`src/rtl/k_and_s_pkg.sv`:
```
// Shared types and constants for the processor-side RAM responder.
package k_and_s_pkg;

  localparam int unsigned RAM_ADDR_W = 5;
  localparam int unsigned RAM_DATA_W = 16;
  localparam int unsigned RAM_CNT_W  = 4;

  typedef enum logic [1:0] {
    IDLE = 2'd0,
    WAIT = 2'd1,
    RESP = 2'd2
  } ram_state_t;

  // True when a word address falls inside an array of the given depth.
  function automatic logic addr_in_range(input logic [RAM_ADDR_W-1:0] addr,
                                         input int unsigned depth);
    return 32'(addr) < depth;
  endfunction

endpackage

```
`src/rtl/ram_array.sv`:
```
// DEPTH x 16 storage: combinational read, synchronous write; contents are never reset.
module ram_array
  import k_and_s_pkg::*;
#(
  parameter int unsigned DEPTH = 32
) (
  input  logic                  clk,
  input  logic                  we,
  input  logic [RAM_ADDR_W-1:0] waddr,
  input  logic [RAM_DATA_W-1:0] wdata,
  input  logic [RAM_ADDR_W-1:0] raddr,
  output logic [RAM_DATA_W-1:0] rdata_c
);

  localparam int unsigned IDX_W = (DEPTH > 1) ? $clog2(DEPTH) : 1;

  logic [RAM_DATA_W-1:0] mem [DEPTH];
  logic                  rd_ok;
  logic                  wr_ok;

  // Out-of-range addresses read as zero and never write.
  always_comb begin
    rd_ok   = addr_in_range(raddr, DEPTH);
    wr_ok   = addr_in_range(waddr, DEPTH);
    rdata_c = '0;
    if (rd_ok) rdata_c = mem[raddr[IDX_W-1:0]];
  end

  always_ff @(posedge clk) begin
    if (we && wr_ok) mem[waddr[IDX_W-1:0]] <= wdata;
  end

endmodule

```
`src/rtl/ram_responder.sv`:
```
// Single-port RAM responder with ack handshake; the WAIT state and its
// countdown exist only when RAM_WAIT_STATES_EN is defined.
module ram_responder
  import k_and_s_pkg::*;
#(
  parameter int unsigned DEPTH       = 32,
  parameter int unsigned WAIT_STATES = 2
) (
  input  logic                  clk,
  input  logic                  rst,
  input  logic                  req,
  input  logic                  write_en,
  input  logic [RAM_ADDR_W-1:0] ram_addr,
  input  logic [RAM_DATA_W-1:0] data_in,
  output logic [RAM_DATA_W-1:0] data_out,
  output logic                  ack,
  output logic                  busy,
  output logic                  addr_err
);

  if (DEPTH == 0 || DEPTH > 32) begin : g_bad_depth
    $error("ram_responder: DEPTH must be 1..32");
  end
  if (WAIT_STATES > 15) begin : g_bad_wait
    $error("ram_responder: WAIT_STATES must be 0..15");
  end

  ram_state_t            state_q, state_d;
  logic [RAM_ADDR_W-1:0] addr_q, addr_d;
  logic                  we_q, we_d;
  logic [RAM_DATA_W-1:0] wdata_q, wdata_d;
  logic [RAM_DATA_W-1:0] data_out_q, data_out_d;
  logic                  ack_q, ack_d;
  logic                  busy_q, busy_d;
  logic                  addr_err_q, addr_err_d;

  logic [RAM_ADDR_W-1:0] acc_addr;
  logic                  acc_we;
  logic [RAM_DATA_W-1:0] acc_wdata;
  logic                  acc_in_range;
  logic                  enter_resp;
  logic                  arr_we;
  logic [RAM_DATA_W-1:0] arr_rdata;

`ifdef RAM_WAIT_STATES_EN
  localparam logic [RAM_CNT_W-1:0] WAIT_LOAD = RAM_CNT_W'(WAIT_STATES - 1);
  logic [RAM_CNT_W-1:0] cnt_q, cnt_d;
`endif

  ram_array #(.DEPTH(DEPTH)) u_array (
    .clk     (clk),
    .we      (arr_we),
    .waddr   (acc_addr),
    .wdata   (acc_wdata),
    .raddr   (acc_addr),
    .rdata_c (arr_rdata)
  );

  // In IDLE the live inputs feed the array so a zero-wait access resolves on the accept edge.
  always_comb begin
    state_d   = state_q;
    addr_d    = addr_q;
    we_d      = we_q;
    wdata_d   = wdata_q;
    acc_addr  = addr_q;
    acc_we    = we_q;
    acc_wdata = wdata_q;
`ifdef RAM_WAIT_STATES_EN
    cnt_d     = cnt_q;
`endif

    unique case (state_q)
      IDLE: begin
        acc_addr  = ram_addr;
        acc_we    = write_en;
        acc_wdata = data_in;
        if (req) begin
          addr_d  = ram_addr;
          we_d    = write_en;
          wdata_d = data_in;
`ifdef RAM_WAIT_STATES_EN
          if (WAIT_STATES != 0) begin
            state_d = WAIT;
            cnt_d   = WAIT_LOAD;
          end else begin
            state_d = RESP;
          end
`else
          state_d = RESP;
`endif
        end
      end
`ifdef RAM_WAIT_STATES_EN
      WAIT: begin
        if (cnt_q == '0) state_d = RESP;
        else             cnt_d   = cnt_q - RAM_CNT_W'(1);
      end
`endif
      RESP:    state_d = IDLE;
      default: state_d = IDLE;
    endcase

    enter_resp   = (state_d == RESP) && (state_q != RESP);
    acc_in_range = addr_in_range(acc_addr, DEPTH);
    arr_we       = enter_resp && acc_we && acc_in_range && !rst;

    data_out_d = data_out_q;
    if (enter_resp && !acc_we) data_out_d = acc_in_range ? arr_rdata : '0;

    ack_d      = (state_d == RESP);
    busy_d     = (state_d != IDLE);
    addr_err_d = (state_d == RESP) && !acc_in_range;
  end

  always_ff @(posedge clk) begin
    if (rst) begin
      state_q    <= IDLE;
      addr_q     <= '0;
      we_q       <= 1'b0;
      wdata_q    <= '0;
      data_out_q <= '0;
      ack_q      <= 1'b0;
      busy_q     <= 1'b0;
      addr_err_q <= 1'b0;
`ifdef RAM_WAIT_STATES_EN
      cnt_q      <= '0;
`endif
    end else begin
      state_q    <= state_d;
      addr_q     <= addr_d;
      we_q       <= we_d;
      wdata_q    <= wdata_d;
      data_out_q <= data_out_d;
      ack_q      <= ack_d;
      busy_q     <= busy_d;
      addr_err_q <= addr_err_d;
`ifdef RAM_WAIT_STATES_EN
      cnt_q      <= cnt_d;
`endif
    end
  end

  assign data_out = data_out_q;
  assign ack      = ack_q;
  assign busy     = busy_q;
  assign addr_err = addr_err_q;

endmodule

```
`config.mk`:
```
export PLATFORM = sky130hd
export DESIGN_NAME = ram_responder
export DESIGN_NICKNAME = d
export VERILOG_FILES = /design/src/rtl/k_and_s_pkg.sv /design/src/rtl/ram_array.sv /design/src/rtl/ram_responder.sv
export SDC_FILE = /design/constraint.sdc
export NUM_CORES = 1
export LEC_CHECK = 0
export CORE_MARGIN = 10
export CORE_UTILIZATION = 60
export CTS_BUF_LIST = sky130_fd_sc_hd__clkbuf_8
export DETAILED_ROUTE_END_ITERATION = 10
export GPL_ROUTABILITY_DRIVEN = 0
export GPL_TIMING_DRIVEN = 0
export PLACE_DENSITY = 0.79
export RECOVER_POWER = 100
export SLEW_MARGIN = 20
export SYNTH_ARGS = -nofsm -noshare
export SYNTH_HDL_FRONTEND = slang
export SYNTH_SLANG_ARGS = --single-unit
```
`constraint.sdc`:
```
create_clock -name clk -period 7 [get_ports clk]
set_input_delay 2.1 -clock clk [delete_from_list [all_inputs] [get_ports clk]]
set_output_delay 2.1 -clock clk [all_outputs]
set_load 0.005 [all_outputs]
```
* Yosys cells after proc, flatten, opt, wreduce, memory -nomap -nowiden *
Memory sizes are Yosys's and may differ from the RTL's. A register that Yosys moved wholly into a read port is not among the register bits.
Index checks and enable logic that the tools add are counted.

cells by class
  shift operators = 0
  $add $sub $neg = 0
  $lt $le $gt $ge = 0
  divide/modulo/power cells = 0
  $mul = 0
  mux-type cells = 7
  bitwise gates (word level) = 0
  reduce and logical (&&, ||, !) cells = 9
  eq/ne operators = 2

operators with widths
  cell                                         count
  16-bit 2-to-1 mux                            1
  5-bit 2-to-1 mux                             1
  1-bit logical AND                            4
  2-bit 2-to-1 mux                             2
  1-bit 2-to-1 mux                             3
  2-bit equality test (second input constant)  1
  1-bit logical NOT                            2
  2-bit logical NOT                            1
  2-bit != test (second input constant)        1
  2-bit AND reduction                          1
  2-bit nonzero test                           1

storage, ports and cells
  bits of input ports = 25
  RAM bits = 512
  register bits = 26
  logic and storage cells = 25
  ROM bits = 0
  latch bits = 0
  memories kept = 1
  output and inout port bits = 19

memory list
  memory       depth  bits a word  read ports  clocked after memory_dff  write ports  line             RTL
  u_array.mem  32     16           1           1                         1            ram_array.sv:17  logic [RAM_DATA_W-1:0] mem [DEPTH];

* Longest topological paths before layout *
Gate-level depths: netlist of run 1.

  word-level depth = 8
  depth in mapped cells = 8
  mapped depth without buffers = 6

* Hierarchy *
From an unflattened synthesis of run 1, not the netlist that was laid out.

second synthesis, totals
  cells, all modules = 1324
  area total of the unflattened synthesis = 22271.4 µm²

by module, submodules not included
  module         area an instance (µm²)  sequential area each (µm²)  instances  cells each
  ram_array      20215.6                 15374.7                     1          1127
  ram_responder  2055.7                  820.8                       1          197

* Worst setup path after synthesis of run 1 *
Ideal clock, no wire load.

  path type = input port to flip-flop
  from = input port ram_addr[0]
  to = memory u_array.mem[0][0] (enable)
  data required time = 6.612 ns
  setup slack = 2.606 ns
  buffers on the path = 2
  setup time = 0.388 ns
  arrival time = 4.005 ns
  stages on the path = 6
  cells stage by stage = or4_1 -> o31ai_1 -> buf_2 -> buf_4 -> nand2_1 -> nor2_1

on the way
  word-level cells in the longest chain between the ends = 1

RTL lines
  what                line                 RTL
  start: declaration  ram_responder.sv:13  input logic [RAM_ADDR_W-1:0] ram_addr,
  5-bit 2-to-1 mux    ram_responder.sv:72  unique case (state_q)
  end: declaration    ram_array.sv:17

Every way passes these cells.

* Final worst setup path of run 1 *
  from = input port ram_addr[0]
  to = memory u_array.mem[20][11] (enable)

Same word-level chain as after synthesis.

==> flow_summary.toml, run 1 <==
[floorplanning]
dieArea_um2 = 41900
row_count = 67
dieHeight_um = 204.7
initial_core_util_pct = 60.88
io_pins = 44
fp.dieW_um = 204.7
core_um2 = 33620

[place]
pre_cts_slack_ns = 1.397
io_buffers = 42
placed_cells = 1773
hpwlAfterDp_mm = 37.67

[clock_tree]
clockRootBuffer = "clkbuf_8"
clock-sinks = 553
cts_buffers = 85
clock_path_buffers = 3
clkLatencyLatePin_ns = 0.66
clk_pin_slew_worst_paths_ns = 0.06
post_cts_buffers = 0
hold_buffers = 0
cts_resized = 0
cts_tree = "built"
htreeDepth = 3

[timing]
setup_slack_ns = 1.005
whs_ns = 0.4520
fmax_ghz = 0.1668
tns_ns = 0
rsz0062_at_grt = "no"
period_share_pct = 85.64
slew_headroom_pct = -4.832
hold_viol = 0
min_period_ns = 5.995
slew_violations = 33
skew_ns = 0.04757
worstMarginPinSlew_ns = 1.572
setup_viol = 0

[setup_path]
crit_required_ns = 7.35
cp_data_arrival_time_ns = 6.34
path_cells = "dlygate4sd3_1 -> or4_1 -> o31ai_1 -> clkbuf_1 -> clkbuf_1 -> nand2_1 -> nor2_2 -> buf_8"
critical_path.n_buffers_inverters = 4
crit_fanout = 10
crit_slowest_cell = "clkbuf_1"
crit_family = "buffers and inverters"
critPathCaptureType = "register"
crit_top_cell = "clkbuf_1"
slowest_delay_ns = 0.73
path_class = "input port to register"
start_kind = "input port"

[logic_synthesis]
syn_avg_cell_area_um2 = 16.23
yosysSeqAreaShare_pct = 79.13
ys_top_cells_by_area = "edfxtp_1 (75%), a22oi_1 (9.4%), dfxtp_1 (4.0%)"
ys_types = 29
synth_compound_area_share_pct = 14.30
synthMuxAreaShare_pct = 1.082
synth_top_area_share_pct = 75.12
synth-simple-area-share_pct = 3.466
synthXorXnorAreaFrac_pct = 0
synth_area_um2 = 20470
syn_inst = 1261
synth_top_family_by_area = "compound AO/OA/AOI/OAI gates"
ys_warn_count = 0
synthAdderAreaFrac_pct = 0
ys_seq_elements = 553
yosys.area.top_type = "edfxtp_1"

[finish]
filler_cell_count = 2043
syn_to_final_growth_pct = 14.86
layout_common_cells = "edfxtp_1 (512), a22oi_1 (256), a21oi_1 (149), clkbuf_8 (99), nand2_1 (59)"
post-route-util_pct = 69.93
finalNonFillerCells = 1928
drive_above_1_share_pct = 13.18
nets = 1437
final_common_cell = "edfxtp_1"

[run_status]
status = "finished, violations left"
violations = "max-capacitance violations, max-slew violations"

[power]
power.density_nw_per_um2 = 289.0
pwr-share-comb_pct = 6.5
intPower_mw = 5.197
ir_worst_vdd_mv = 0.2272
clockPowerShare_pct = 39.6
swShare_pct = 23.50
switchingPower_mw = 1.597
power.leakage_nw = 7.672
share_seq_of_total_power_pct = 53.9

[drt]
drt_iter0_markers = 2529
wl_per_cell_um = 31.74
antenna_left = 0
viasPerCell = 7.054
drc = 0
dr_total_vias = 13600
dr.pass1.iters = 7
wirelength_mm = 61.19

[global_route]
antenna_found_initial = 5
grt_use_total_pct = 28.99
grt_overflow = 0
grt_max_degree = 33
grt_pass1_wl_mm = 87.18
grt_pass1_vias = 13130

[job]
maxCapViolCount = 1

[min_path]
hold_path_class = "register to register"
-- power by group through the flow --
stage | logic, mW | clock network [mW] | registers, mW
4_1_cts | 0.432 | 2.66 | 3.66
3_5_place_dp | 0.428 | 0 | 3.73
2_1_floorplan | 0.227 | 0 | 3.73
3_3_place_gp | 0.410 | 0 | 3.73
6_report | 0.442 | 2.69 | 3.66
5_1_grt | 0.456 | 2.82 | 3.66
-- metrics by stage --
step,power [mW],area [um^2]
CTS,6.755,23590
floorplan,3.953,20470
detailed placement,4.159,21890
global placement,4.139,21450
finish,6.794,23510
global route,6.935,23500
-- state kept, by name (all words and copies together), names as in the netlist --
signal,flops
u_array.mem,512
data_out,16
ack,1
state_q,2
busy,1
addr_q,5
wdata_q,16
-- worst register-to-register path, cell delays in order, from the launching register on --
cell and delay [ns]:
dfxtp_1 0.38, nor2_4 0.29, mux2i_1 0.29, clkbuf_1 0.63
clkbuf_1 0.66, nand2_1 0.50, nor2_1 0.64, clkbuf_1 0.65
-- final timing paths --
kind / from / end / slack, ns / cells after the start
worst max register to register: state_q[0] / u_array.mem[19][6] / 2.56 / 7
worst max-delay path: ram_addr[0] / u_array.mem[20][11] / 1.01 / 8
worst min-delay path: wdata_q[10] / wdata_q[10] / 0.45 / 2
worst min register to register: wdata_q[10] / wdata_q[10] / 0.45 / 2
-- logic make-up after synthesis --
group           Yosys count
compound gates          443
buf+inv                  87
flops                   553
mux                      20
other cells               1
simple gates            157
-- synth_stat cells, drive strengths merged --
library cell,instances
edfxtp,512
a22oi,256
a21oi,149
nand2,59
buf,56
nor2,53
dfxtp,41
clkbuf,31
mux2,17
a31oi,16
nor3,16
nor4,16
o21bai,16
nand2b,5
o21ai,4
or4b,4
mux2i,3
and2,2
o31ai,2
or4,2
conb,1
-- cell type report --
class	instances	area, um^2	share of cell area, %
sequential	553	16200	68.90
multi-input combinational	622	3963	16.86
clock buffer	99	1363	5.797
timing repair buffer	63	698.2	2.970
tap	448	560.5	2.385
buffer	87	385.4	1.639
clock inverter	55	339.1	1.442
antenna	1	2.502	0.01065
-- layer usage --
metal	GRT usage, %	vias to the layer above	routed length [um]
li1	-	5400	-
met4	15.21	4	3314
met1	36.58	6540	19960
met3	11.25	257	10740
met5	1.427	-	88
met2	42.73	1400	27080
(Power assumes the default switching activity.)
==> run 2: changes to the inputs <==
==> constraint.sdc (replaced) <==
create_clock -name clk -period 5.78 [get_ports clk]
set_input_delay 1.734 -clock clk [delete_from_list [all_inputs] [get_ports clk]]
set_output_delay 1.734 -clock clk [all_outputs]
set_load 0.005 [all_outputs]
==> run 2 against run 1 <==
The flow still finishes with violations (max-capacitance violations, max-slew violations). Largest cell class unchanged. Critical path type unchanged. Total power is 21% higher. Cell count is the same. Largest power group unchanged. Combinational power increased by 22%.
==> flow_summary.toml, run 2 (synthesis gave the netlist of run 1 again) <==
[power]
pwr-share-comb_pct = 6.5
share_seq_of_total_power_pct = 53.9
power_mw = 8.240
power.leakage_nw = 7.688
power.density_nw_per_um2 = 350.2
switchingPower_mw = 1.943
ir_worst_vdd_mv = 0.2737
intPower_mw = 6.297
clockPowerShare_pct = 39.6
swShare_pct = 23.58

[drt]
antenna_left = 0
drc = 0
dr.pass1.iters = 8
drt_iter0_markers = 2626
wl_per_cell_um = 31.85
viasPerCell = 7.023
dr_total_vias = 13540
met3WireLength_mm = 10.56
wirelength_mm = 61.40
drt-met1-wl_mm = 20.24
top_layer_used = "met5"
wl_met2_mm = 27.05

[clock_tree]
clock-sinks = 553
hold_buffers = 0
clkLatencyLatePin_ns = 0.66
clock_path_buffers = 3
post_cts_buffers = 0
clk_pin_slew_worst_paths_ns = 0.06
cts_buffers = 85
clockRootBuffer = "clkbuf_8"
htreeDepth = 3
cts_tree = "built"
cts_resized = 0

[place]
placed_cells = 1773
io_buffers = 42
pre_cts_slack_ns = 0.5432
hpwlAfterDp_mm = 37.67

[floorplanning]
dieHeight_um = 204.7
fp.dieW_um = 204.7
dieArea_um2 = 41900
row_count = 67
core_um2 = 33620
initial_core_util_pct = 60.88
io_pins = 44

[setup_path]
path_cells = "dlygate4sd3_1 -> or4_1 -> o31ai_1 -> clkbuf_1 -> buf_4 -> nand2_1 -> nor2_1 -> buf_8"
r2r_end = "u_array.mem[7][2]"
crit_required_ns = 6.10
r2r_slack_ns = 1.32
path_class = "input port to register"
crit_slowest_cell = "nor2_1"
slowest_delay_ns = 0.85
crit_start = "ram_addr[0]"
reg2reg_from = "state_q[0]"
ff2ff_path_depth = 7
cp_data_arrival_time_ns = 5.58
critPathCaptureType = "register"
crit_fanout = 11
start_kind = "input port"

[global_route]
antenna_found_initial = 5
grt_max_degree = 33
grt_pass1_vias = 13130
grt_pass1_wl_mm = 87.18
grt_use_total_pct = 28.99
grt_overflow = 0

[finish]
final_common_cell = "edfxtp_1"
finalNonFillerCells = 1928
syn_to_final_growth_pct = 14.97
largest_reg_flops = 512
drive_above_1_share_pct = 13.46
nets = 1437
filler_cell_count = 2039
layout_common_cells = "edfxtp_1 (512), a22oi_1 (256), a21oi_1 (149), clkbuf_8 (99), nand2_1 (59)"

[timing]
rsz0062_at_grt = "no"
slew_headroom_pct = -5.821
hold_viol = 0
min_period_ns = 5.254
setup_slack_ns = 0.5262
slew_violations = 66
setup_viol = 0
period_share_pct = 90.90
worstMarginPinSlew_ns = 1.587
fmax_ghz = 0.1903
skew_ns = 0.05041

[min_path]
hold_path_class = "register to register"
hold_path_depth = 2
min_from = "wdata_q[10]"
holdPathEnd = "wdata_q[10]"

[job]
maxCapViolCount = 2

[run_status]
status = "finished, violations left"
violations = "max-capacitance violations, max-slew violations"
[run 2: metrics by stage]
step | hold slack, ns | utilization [%] | area, um^2 | setup TNS [ns]
2_1_floorplan | 0.4338 | - | 20470 | 0
3_3_place_gp | 0.4396 | 63.81 | 21450 | -2.665
3_5_place_dp | 0.4477 | 65.12 | 21890 | 0
4_1_cts | 0.4554 | 70.19 | 23590 | 0
5_1_grt | 0.4734 | 69.99 | 23530 | 0
6_report | 0.4513 | 69.99 | 23530 | 0
[run 2: power groups by stage]
stage | sequential (mW) | clock (mW) | combinational [mW]
2_1_floorplan | 4.51 | 0 | 0.275
3_3_place_gp | 4.52 | 0 | 0.496
3_5_place_dp | 4.52 | 0 | 0.519
4_1_cts | 4.43 | 3.22 | 0.523
5_1_grt | 4.44 | 3.41 | 0.555
6_report | 4.44 | 3.26 | 0.538
[run 2: routing by layer]
metal | vias to the layer above | GRT usage, %
met2 | 1326 | 42.73
met3 | 278 | 11.25
li1 | 5401 | -
met4 | 4 | 15.21
met1 | 6532 | 36.58
met5 | - | 1.427
[run 2: worst max path at each step]
stage / cells after the start / slack [ns] / end
after CTS: 8 / 1.15 / u_array.mem[7][10]
after detailed placement: 8 / 0.54 / u_array.mem[20][6]
after floorplan: 6 / 1.75 / u_array.mem[0][0]
after global routing: 7 / 0.51 / u_array.mem[30][11]
final: 8 / 0.53 / u_array.mem[24][3]
after global placement: 7 / -0.08 / u_array.mem[8][9]
[run 2: final cells by class]
type | count | area, um^2 | share of cell area (%)
repair buffers | 63 | 720.7 | 3.063
well taps | 448 | 560.5 | 2.382
clock inverters | 55 | 339.1 | 1.441
multi-input cells | 622 | 3953 | 16.80
plain buffers | 87 | 395.4 | 1.680
diodes | 1 | 2.502 | 0.01064
flip-flops and latches | 553 | 16200 | 68.83
clock buffers | 99 | 1363 | 5.791
[run 2: critical path: cells and delay by family]
family	cells	cell delay [ns]
and+or+nand+nor	3	1.78
buffers and inverters	4	1.89
AOI/OAI and AO/OA	1	0.15
